## config.mk

```make
export PLATFORM = sky130hd
export DESIGN_NAME = fu_issue_ctrl_flat
export DESIGN_NICKNAME = d
export VERILOG_FILES = /design/src/rtl/fu_issue_ctrl_if.sv /design/src/rtl/fu_issue_ctrl.sv /design/src/flat_wrapper.sv
export SDC_FILE = /design/constraint.sdc
export NUM_CORES = 1
export LEC_CHECK = 0
export ABC_CLOCK_PERIOD_IN_PS = 11100
export CAP_MARGIN = 20
export CORE_MARGIN = 1
export CORE_UTILIZATION = 52
export DETAILED_ROUTE_END_ITERATION = 8
export PLACE_DENSITY_LB_ADDON = 0.3
export SETUP_SLACK_MARGIN = 0.02
export SKIP_CTS_REPAIR_TIMING = 1
export SLEW_MARGIN = 15
export SYNTH_ARGS = -nofsm -noshare
export SYNTH_HDL_FRONTEND = slang
export SYNTH_SLANG_ARGS = --single-unit
```

## constraint.sdc

```tcl
create_clock -name CLK -period 11.1 [get_ports CLK]
set_clock_uncertainty 0.2 [all_clocks]
set_input_delay 2.22 -clock CLK [delete_from_list [all_inputs] [get_ports CLK]]
set_output_delay 2.22 -clock CLK [all_outputs]
set_load 0.02 [all_outputs]
```

## src/rtl/fu_issue_ctrl_if.sv

```systemverilog
// fu_issue_ctrl_if: instruction handshake, function-unit operand/result bus and debug read port.
// Latency: none (wires only).
// Backpressure: INSTR_VALID/INSTR_READY handshake; the FU side has no flow control.
interface fu_issue_ctrl_if #(
   parameter int REG_ADDR_W = 3
);
   logic [31:0]           INSTR;
   logic                  INSTR_VALID;
   logic                  INSTR_READY;
   logic [31:0]           FU_A;
   logic [31:0]           FU_B;
   logic [4:0]            FU_SH;
   logic [4:0]            FU_FS;
   logic [31:0]           FU_F;
   logic                  FU_Z;
   logic                  FU_C;
   logic                  FU_N;
   logic                  FU_V;
   logic                  DONE;
   logic                  ILLEGAL;
   logic [3:0]            STATUS;
   logic [REG_ADDR_W-1:0] RD_ADDR;
   logic [31:0]           RD_DATA;

   // View of the issue controller itself.
   modport slave (
      input  INSTR, INSTR_VALID, FU_F, FU_Z, FU_C, FU_N, FU_V, RD_ADDR,
      output INSTR_READY, FU_A, FU_B, FU_SH, FU_FS, DONE, ILLEGAL, STATUS, RD_DATA
   );

   // View of the environment: instruction source, function unit and debug reader.
   modport master (
      output INSTR, INSTR_VALID, FU_F, FU_Z, FU_C, FU_N, FU_V, RD_ADDR,
      input  INSTR_READY, FU_A, FU_B, FU_SH, FU_FS, DONE, ILLEGAL, STATUS, RD_DATA
   );
endinterface

```

## src/rtl/fu_issue_ctrl.sv

```systemverilog
// fu_issue_ctrl: issues one instruction to a combinational function unit, retires its result to a register file.
// Latency: handshake edge -> ISSUE cycle -> CAPTURE cycle (DONE); one instruction per 3 cycles.
// Backpressure: INSTR_READY is high only in IDLE; INSTR offered at any other time is ignored.
module fu_issue_ctrl #(
   parameter int REG_ADDR_W = 3
) (
   input  logic           CLK,
   input  logic           RESET,
   fu_issue_ctrl_if.slave bus
);
   localparam int NREG = 2 ** REG_ADDR_W;

   typedef enum logic [1:0] {
      S_IDLE    = 2'd0,
      S_ISSUE   = 2'd1,
      S_CAPTURE = 2'd2
   } state_t;

   state_t      state_q;
   // Latched copy of the instruction: only what is still needed after the handshake.
   logic [2:0]  dr_q;
   logic        legal_q;
   // Registered function-unit drive, non-zero only during ISSUE.
   logic [31:0] fu_a_q;
   logic [31:0] fu_b_q;
   logic [4:0]  fu_sh_q;
   logic [4:0]  fu_fs_q;
   // Function-unit result sampled at the end of ISSUE, committed at the end of CAPTURE.
   logic [31:0] res_q;
   logic [3:0]  flags_q;
   logic        done_q;
   logic        ill_q;
   logic [3:0]  status_q;
   // Register 0 is hard-wired to zero, so it has no storage.
   logic [31:0] regs_q [1:NREG-1];

   logic [31:0] opa_d;
   logic [31:0] opb_d;
   logic [31:0] rd_data_d;
   logic        op_legal_d;
   logic        unused_instr_bits;

   // Instruction bits between the register fields and SH carry no meaning here.
   assign unused_instr_bits = ^bus.INSTR[17:5];

   // Classify the offered opcode as supported or not.
   always_comb begin
      op_legal_d = 1'b0;
      case (bus.INSTR[31:27])
         5'b00000, 5'b00010, 5'b00101, 5'b00111, 5'b01000,
         5'b01010, 5'b01100, 5'b01110, 5'b10000, 5'b10001: op_legal_d = 1'b1;
         default:                                          op_legal_d = 1'b0;
      endcase
   end

   // Operand reads for SA/SB of the offered instruction; register 0 and unimplemented indices read 0.
   always_comb begin
      opa_d = '0;
      opb_d = '0;
      for (int i = 1; i < NREG; i++) begin
         if (32'(bus.INSTR[23:21]) == 32'(i)) opa_d = regs_q[i];
         if (32'(bus.INSTR[20:18]) == 32'(i)) opb_d = regs_q[i];
      end
   end

   // Debug read port; register 0 reads 0.
   always_comb begin
      rd_data_d = '0;
      for (int i = 1; i < NREG; i++) begin
         if (bus.RD_ADDR == REG_ADDR_W'(i)) rd_data_d = regs_q[i];
      end
   end

   // Issue FSM: latches the instruction and operands at the handshake, samples the FU at the end of ISSUE,
   // and raises DONE/ILLEGAL for exactly the CAPTURE cycle.
   always_ff @(posedge CLK or posedge RESET) begin
      if (RESET) begin
         state_q <= S_IDLE;
         dr_q    <= '0;
         legal_q <= 1'b0;
         fu_a_q  <= '0;
         fu_b_q  <= '0;
         fu_sh_q <= '0;
         fu_fs_q <= '0;
         res_q   <= '0;
         flags_q <= '0;
         done_q  <= 1'b0;
         ill_q   <= 1'b0;
      end else begin
         done_q <= 1'b0;
         ill_q  <= 1'b0;
         unique case (state_q)
            S_IDLE: begin
               if (bus.INSTR_VALID) begin
                  dr_q    <= bus.INSTR[26:24];
                  legal_q <= op_legal_d;
                  fu_a_q  <= opa_d;
                  fu_b_q  <= opb_d;
                  fu_sh_q <= bus.INSTR[4:0];
                  fu_fs_q <= op_legal_d ? bus.INSTR[31:27] : 5'b00000;
                  state_q <= S_ISSUE;
               end
            end
            S_ISSUE: begin
               res_q   <= bus.FU_F;
               flags_q <= {bus.FU_Z, bus.FU_C, bus.FU_N, bus.FU_V};
               fu_a_q  <= '0;
               fu_b_q  <= '0;
               fu_sh_q <= '0;
               fu_fs_q <= '0;
               done_q  <= 1'b1;
               ill_q   <= ~legal_q;
               state_q <= S_CAPTURE;
            end
            S_CAPTURE: begin
               state_q <= S_IDLE;
            end
            default: begin
               state_q <= S_IDLE;
            end
         endcase
      end
   end

   // Commit result and flags when CAPTURE of a legal instruction completes; a reset during CAPTURE
   // therefore drops the write.
   always_ff @(posedge CLK or posedge RESET) begin
      if (RESET) begin
         for (int i = 1; i < NREG; i++) regs_q[i] <= '0;
         status_q <= '0;
      end else if (state_q == S_CAPTURE && legal_q) begin
         status_q <= flags_q;
         for (int i = 1; i < NREG; i++) begin
            if (32'(dr_q) == 32'(i)) regs_q[i] <= res_q;
         end
      end
   end

   // Ready follows reset combinationally so it is low throughout reset and high in the first cycle after.
   assign bus.INSTR_READY = (state_q == S_IDLE) && !RESET;
   assign bus.FU_A        = fu_a_q;
   assign bus.FU_B        = fu_b_q;
   assign bus.FU_SH       = fu_sh_q;
   assign bus.FU_FS       = fu_fs_q;
   assign bus.DONE        = done_q;
   assign bus.ILLEGAL     = ill_q;
   assign bus.STATUS      = status_q;
   assign bus.RD_DATA     = rd_data_d;
endmodule

```

## src/flat_wrapper.sv

```systemverilog
// flat-port wrapper written by rule: the top's interface ports become plain ports
module fu_issue_ctrl_flat 
#(
   parameter int REG_ADDR_W = 3
)
  (CLK, RESET, bus_INSTR, bus_INSTR_VALID, bus_FU_F, bus_FU_Z, bus_FU_C, bus_FU_N, bus_FU_V, bus_RD_ADDR, bus_INSTR_READY, bus_FU_A, bus_FU_B, bus_FU_SH, bus_FU_FS, bus_DONE, bus_ILLEGAL, bus_STATUS, bus_RD_DATA);
  fu_issue_ctrl_if #(.REG_ADDR_W(REG_ADDR_W)) bus_i ();
  input  logic CLK;
  input  logic RESET;
  input wire logic [$bits(bus_i.INSTR)-1:0] bus_INSTR;
  input wire logic [$bits(bus_i.INSTR_VALID)-1:0] bus_INSTR_VALID;
  input wire logic [$bits(bus_i.FU_F)-1:0] bus_FU_F;
  input wire logic [$bits(bus_i.FU_Z)-1:0] bus_FU_Z;
  input wire logic [$bits(bus_i.FU_C)-1:0] bus_FU_C;
  input wire logic [$bits(bus_i.FU_N)-1:0] bus_FU_N;
  input wire logic [$bits(bus_i.FU_V)-1:0] bus_FU_V;
  input wire logic [$bits(bus_i.RD_ADDR)-1:0] bus_RD_ADDR;
  output wire logic [$bits(bus_i.INSTR_READY)-1:0] bus_INSTR_READY;
  output wire logic [$bits(bus_i.FU_A)-1:0] bus_FU_A;
  output wire logic [$bits(bus_i.FU_B)-1:0] bus_FU_B;
  output wire logic [$bits(bus_i.FU_SH)-1:0] bus_FU_SH;
  output wire logic [$bits(bus_i.FU_FS)-1:0] bus_FU_FS;
  output wire logic [$bits(bus_i.DONE)-1:0] bus_DONE;
  output wire logic [$bits(bus_i.ILLEGAL)-1:0] bus_ILLEGAL;
  output wire logic [$bits(bus_i.STATUS)-1:0] bus_STATUS;
  output wire logic [$bits(bus_i.RD_DATA)-1:0] bus_RD_DATA;
  assign bus_i.INSTR = bus_INSTR;
  assign bus_i.INSTR_VALID = bus_INSTR_VALID;
  assign bus_i.FU_F = bus_FU_F;
  assign bus_i.FU_Z = bus_FU_Z;
  assign bus_i.FU_C = bus_FU_C;
  assign bus_i.FU_N = bus_FU_N;
  assign bus_i.FU_V = bus_FU_V;
  assign bus_i.RD_ADDR = bus_RD_ADDR;
  assign bus_INSTR_READY = bus_i.INSTR_READY;
  assign bus_FU_A = bus_i.FU_A;
  assign bus_FU_B = bus_i.FU_B;
  assign bus_FU_SH = bus_i.FU_SH;
  assign bus_FU_FS = bus_i.FU_FS;
  assign bus_DONE = bus_i.DONE;
  assign bus_ILLEGAL = bus_i.ILLEGAL;
  assign bus_STATUS = bus_i.STATUS;
  assign bus_RD_DATA = bus_i.RD_DATA;
  fu_issue_ctrl #(.REG_ADDR_W(REG_ADDR_W)) u_core (.CLK(CLK), .RESET(RESET), .bus(bus_i));
endmodule
```

## Word level (Yosys, flattened, before mapping)

Memory sizes are Yosys's and may differ from the RTL's.
Index checks and enable logic that the tools add are counted.

| operators by class | value |
|---|---|
| reductions and logical operators | 14 |
| mux-type cells | 34 |
| bitwise gates (word level) | 1 |
| equal/unequal tests | 31 |

Operator list:

| kind | number |
|---|---|
| $mux W32 | 23 |
| $pmux W32 S2 | 2 |
| $eq A3 B3 Y1 const B | 16 |
| $eq A3 B2 Y1 const B | 8 |
| $pmux W5 S2 | 2 |
| $reduce_and A2 Y1 | 9 |
| $mux W5 | 3 |
| $eq A3 B1 Y1 const B | 4 |
| $pmux W2 S2 | 1 |
| $eq A2 B1 Y1 const B | 1 |
| $eq A2 B2 Y1 const B | 1 |
| $logic_and A1 B1 Y1 | 2 |
| $logic_not A2 Y1 | 1 |
| $mux W1 | 2 |
| $mux W2 | 1 |
| $ne A2 B2 Y1 const B | 1 |
| $reduce_bool A2 Y1 | 1 |
| $logic_not A1 Y1 | 1 |
| $not A1 Y1 | 1 |

| storage, ports and cells | value |
|---|---|
| memories kept | 1 |
| output and inout bits | 113 |
| input bits | 74 |
| register bits after elaboration | 346 |
| memory bits (read-only) | 32 |
| logic and storage cells | 100 |

Memory list:

| name | depth | bits a word | rd ports | clocked after memory_dff | wr ports | RTL line | text |
|---|---|---|---|---|---|---|---|
| (name not given) | 32 | 1 | 1 | 0 | 0 | fu_issue_ctrl.sv:49 | `case (bus.INSTR[31:27])` |

## Depth between registers and ports, before layout

| depth | value |
|---|---|
| depth after elaboration | 10 |
| mapped depth | 7 |

## Worst setup path after synthesis

OpenSTA, ideal clock, no wires.

| path | value |
|---|---|
| path type | in2out |
| start point | in bus_RD_ADDR[0] |
| end point | out bus_RD_DATA[0] |
| stages on the path | 5 |
| slack | 5243 ps |
| arrival | 3437 ps |
| buffers on the path | 3 |
| data required time | 8680 ps |
| cell sequence | buf_2 buf_2 buf_2 mux2i_1 o21ai_0 |

| between the ends | value |
|---|---|
| cells in the longest elaborated chain, start to end | 8 |
| elaborated cells on any way between the ends | 14 |
| classes of those cells | 7 x eq/ne; 7 x mux |

Ends and longest elaborated chain:

| what | RTL line | text |
|---|---|---|
| start, declared | flat_wrapper.sv:17 | `input wire logic [$bits(bus_i.RD_ADDR)-1:0] bus_RD_ADDR;` |
| $eq A3 B1 Y1 | fu_issue_ctrl.sv:70 | `if (bus.RD_ADDR == REG_ADDR_W'(i)) rd_data_d = regs_q[i];` |
| $mux W32 (6 in a row) | fu_issue_ctrl.sv:70 |  |
| $mux W32 (*) | fu_issue_ctrl.sv:70 |  |
| end, declared | flat_wrapper.sv:26 | `output wire logic [$bits(bus_i.RD_DATA)-1:0] bus_RD_DATA;` |

Every way passes the cells marked *; elsewhere a longest branch is shown, timed or not.

## Worst setup path in the final report

| path | value |
|---|---|
| start point | in bus_RD_ADDR[2] |
| end point | out bus_RD_DATA[1] |

Same word-level chain as after synthesis.

==> impl_metrics.json <==
{
  "track_usage_pct": 30.59,
  "synth_cells": 1675,
  "grt_overflow": 0,
  "cts_htree_levels": 2,
  "firstDrtPassIters": 7,
  "cpPeakStageDelay_ns": 0.90,
  "whs_path_depth": 2,
  "p_comb_share_pct": 26.2,
  "pre_cts_ws_ns": 3.658,
  "critPathKind": "in -> out",
  "wl_um": 55480,
  "worst_slack_ns": 3.505,
  "routedWlPerCell_um": 24.66,
  "cp_slowest_cell": "nand2_2",
  "layout_common_cells": "346 x dfrtp_1, 251 x mux2_2, 164 x clkdlybuf4s50_1",
  "ff2ff_setup_slack_ns": 8.16,
  "final_nets": 1839,
  "power_frac_clock_pct": 30.0,
  "drive_gt1_share_pct": 20.84,
  "reg2reg_from": "u_core.state_q[0]",
  "min_to": "u_core.flags_q[1]",
  "switchingPower_mw": 1.483,
  "grt_pass1_vias": 14950,
  "io_buffers": 173,
  "synth_nets": 1749,
  "relSlewSlack_pct": 20.92,
  "crit_buf_inv": 2,
  "coreArea_um2": 34710,
  "hold_start": "u_core.flags_q[1]",
  "grt_max_degree": 178,
  "start_kind": "input pin",
  "ys_seq_elements": 346,
  "cp_top_family": "buffers and inverters",
  "period_needed_ns": 7.595,
  "swShare_pct": 32.51,
  "startpoint": "bus_RD_ADDR[2]",
  "cp.arrival_ns": 5.18,
  "clk_pin_slew_ns": 0.06,
  "r2r-end": "u_core.bus.FU_B[11]",
  "worstPathCellList": "buf_2 -> nand2_2 -> o22ai_1 -> o21ai_0 -> clkdlybuf4s50_1",
  "cts_sinks": 346,
  "antenna_left": 0,
  "dpl.cell_count": 2177,
  "synth_cell_type_count": 45,
  "timing.final.crit_share_pct": 68.42,
  "num_antenna_cells": 0,
  "cts_root_buffer": "clkbuf_16",
  "routed-via-count": 14690,
  "io_pins": 187,
  "setup_tns_ns": 0,
  "cts_made_buffers": 38,
  "cts_tree": "yes",
  "synth.avg_cell_area_um2": 11.02,
  "antenna_found_initial": 0,
  "vias_per_cell": 6.530,
  "layout_commonest_cell": "dfrtp_1",
  "ir_worst_vdd_uv": 112.0,
  "die_area_um2": 36250,
  "ff2ff_path_depth": 8,
  "p_leak_nw": 10.09,
  "insertion_delay_ns": 0.54,
  "die_y_um": 190.4,
  "drv_slew": 0,
  "hold_viol": 0,
  "synth_edf_count": 0,
  "gp_congestion": 0.8387,
  "dp_hpwl_um": 29530,
  "p_per_area_nw_per_um2": 211.2,
  "cts_max_path_buffers": 3,
  "power_mw": 4.563,
  "grt_pass1_wl_um": 85260,
  "area_delta_synth_final_pct": 17.08,
  "p_seq_share_pct": 43.7,
  "status": "completed",
  "hp-class": "reg -> reg",
  "die_w_um": 190.4,
  "final_core_util_pct": 62.25,
  "final_cell_count_no_fill": 2250,
  "drc": 0,
  "synth-seq-area-share_pct": 46.92,
  "crit_required_ns": 8.68,
  "netlist_area_um2": 18460,
  "dr.first_iter.drc_count": 1495,
  "internal_power_mw": 3.080,
  "rsz0062_at_grt": "false",
  "setup.worst_path.end_class": "output port",
  "async_reset_ff_share_pct": 100.0,
  "synthFlopType": "dfrtp_1",
  "setup_viol": 0,
  "rows": 68,
  "worstMarginPinSlew_ns": 1.186,
  "fmax_ghz": 0.1317,
  "crit_fanout": 37,
  "ys_warn_count": 0,
  "drv_cap": 0,
  "initial_utilization_pct": 53.16
}
## synth_stat cells (6+ instances only)
cell      number  area (um^2)
dfrtp_1      346         8658
mux2_2       251         2826
nand2_1      164        615.6
mux2i_1      155         1551
o21ai_0      103        515.5
a21oi_1       97        485.5
o22ai_1       93        581.8
nor2_1        67        251.5
buf_2         61        305.3
clkbuf_1      52        195.2
mux2_1        43        484.2
a21o_1        32        240.2
a211oi_1      31        232.7
a221o_1       31        310.3
a221oi_1      31        271.5
o21a_1        31        232.7
buf_6         15        168.9
buf_4          9        67.56
buf_1          8        30.03
nand2b_1       6        37.54
## cell type report
cell class,count,area (um^2)
repair buffers,195,1934
fillers,2812,13110
multi-input cells,1178,9055
clock buffers,54,1091
inverters,6,26.28
flip-flops and latches,346,8658
well taps,455,569.3
clock inverters,16,274.0
## power by group through the flow
stage / Sequential, mW / Combinational, mW / Clock (mW)
after floorplan: 1.94 / 0.770 / 0
after global placement: 1.97 / 1.15 / 0
after detailed placement: 2.00 / 1.18 / 0
after CTS: 1.98 / 1.19 / 1.39
after global routing: 2.04 / 1.29 / 1.44
final: 2.00 / 1.20 / 1.37
## cell families after synthesis
family                 share of synthesized area, %
buffers and inverters                         4.278
flip-flops                                    46.92
AND/OR/NAND/NOR                               6.224
multiplexers                                  26.47
AO/OA/AOI/OAI                                 16.12
## worst register-to-register path: stages, from the launching register on
cell and delay, ns:
dfrtp_1 0.50, nor2_1 0.17, nand2_2 0.22, buf_12 0.27
inv_2 0.10, buf_4 0.60, o21ai_0 0.24, a211oi_1 0.44
a21o_1 0.12
## worst max-delay path by stage
stage                       to  slack (ns)  cells past startpoint
6_report        bus_RD_DATA[1]        3.50                      5
5_1_grt         bus_RD_DATA[9]        3.51                      5
4_1_cts         bus_RD_DATA[1]        3.65                      5
3_5_place_dp   bus_RD_DATA[31]        3.66                      6
3_3_place_gp   bus_RD_DATA[31]        3.66                      6
2_1_floorplan  u_core.bus.DONE        4.05                      1
## per-stage QoR
step	hold slack (ns)	area [um^2]
floorplan	0.2417	18460
global placement	0.2577	20170
detailed placement	0.2585	20170
CTS	0.2741	21530
global route	0.2952	21610
finish	0.2707	21610
## registers in the layout, summed over array words and instances, names as in the netlist
name,cells
u_core.bus.STATUS,4
u_core.bus.FU_B,32
u_core.legal_q,1
u_core.res_q,32
u_core.dr_q,3
u_core.bus.FU_A,32
u_core.flags_q,4
u_core.regs_q,224
u_core.bus.FU_FS,5
u_core.bus.ILLEGAL,1
u_core.bus.DONE,1
u_core.bus.FU_SH,5
u_core.state_q,2
## per-layer routing
metal	vias up	part of all wire, %	GRT usage (%)
met2	806	47	49.71
met1	7336	40	39.89
li1	6380	-	-
met4	0	3.9	13.97
met5	-	0	0
met3	170	8.8	5.392
(Power assumes the default switching activity.)
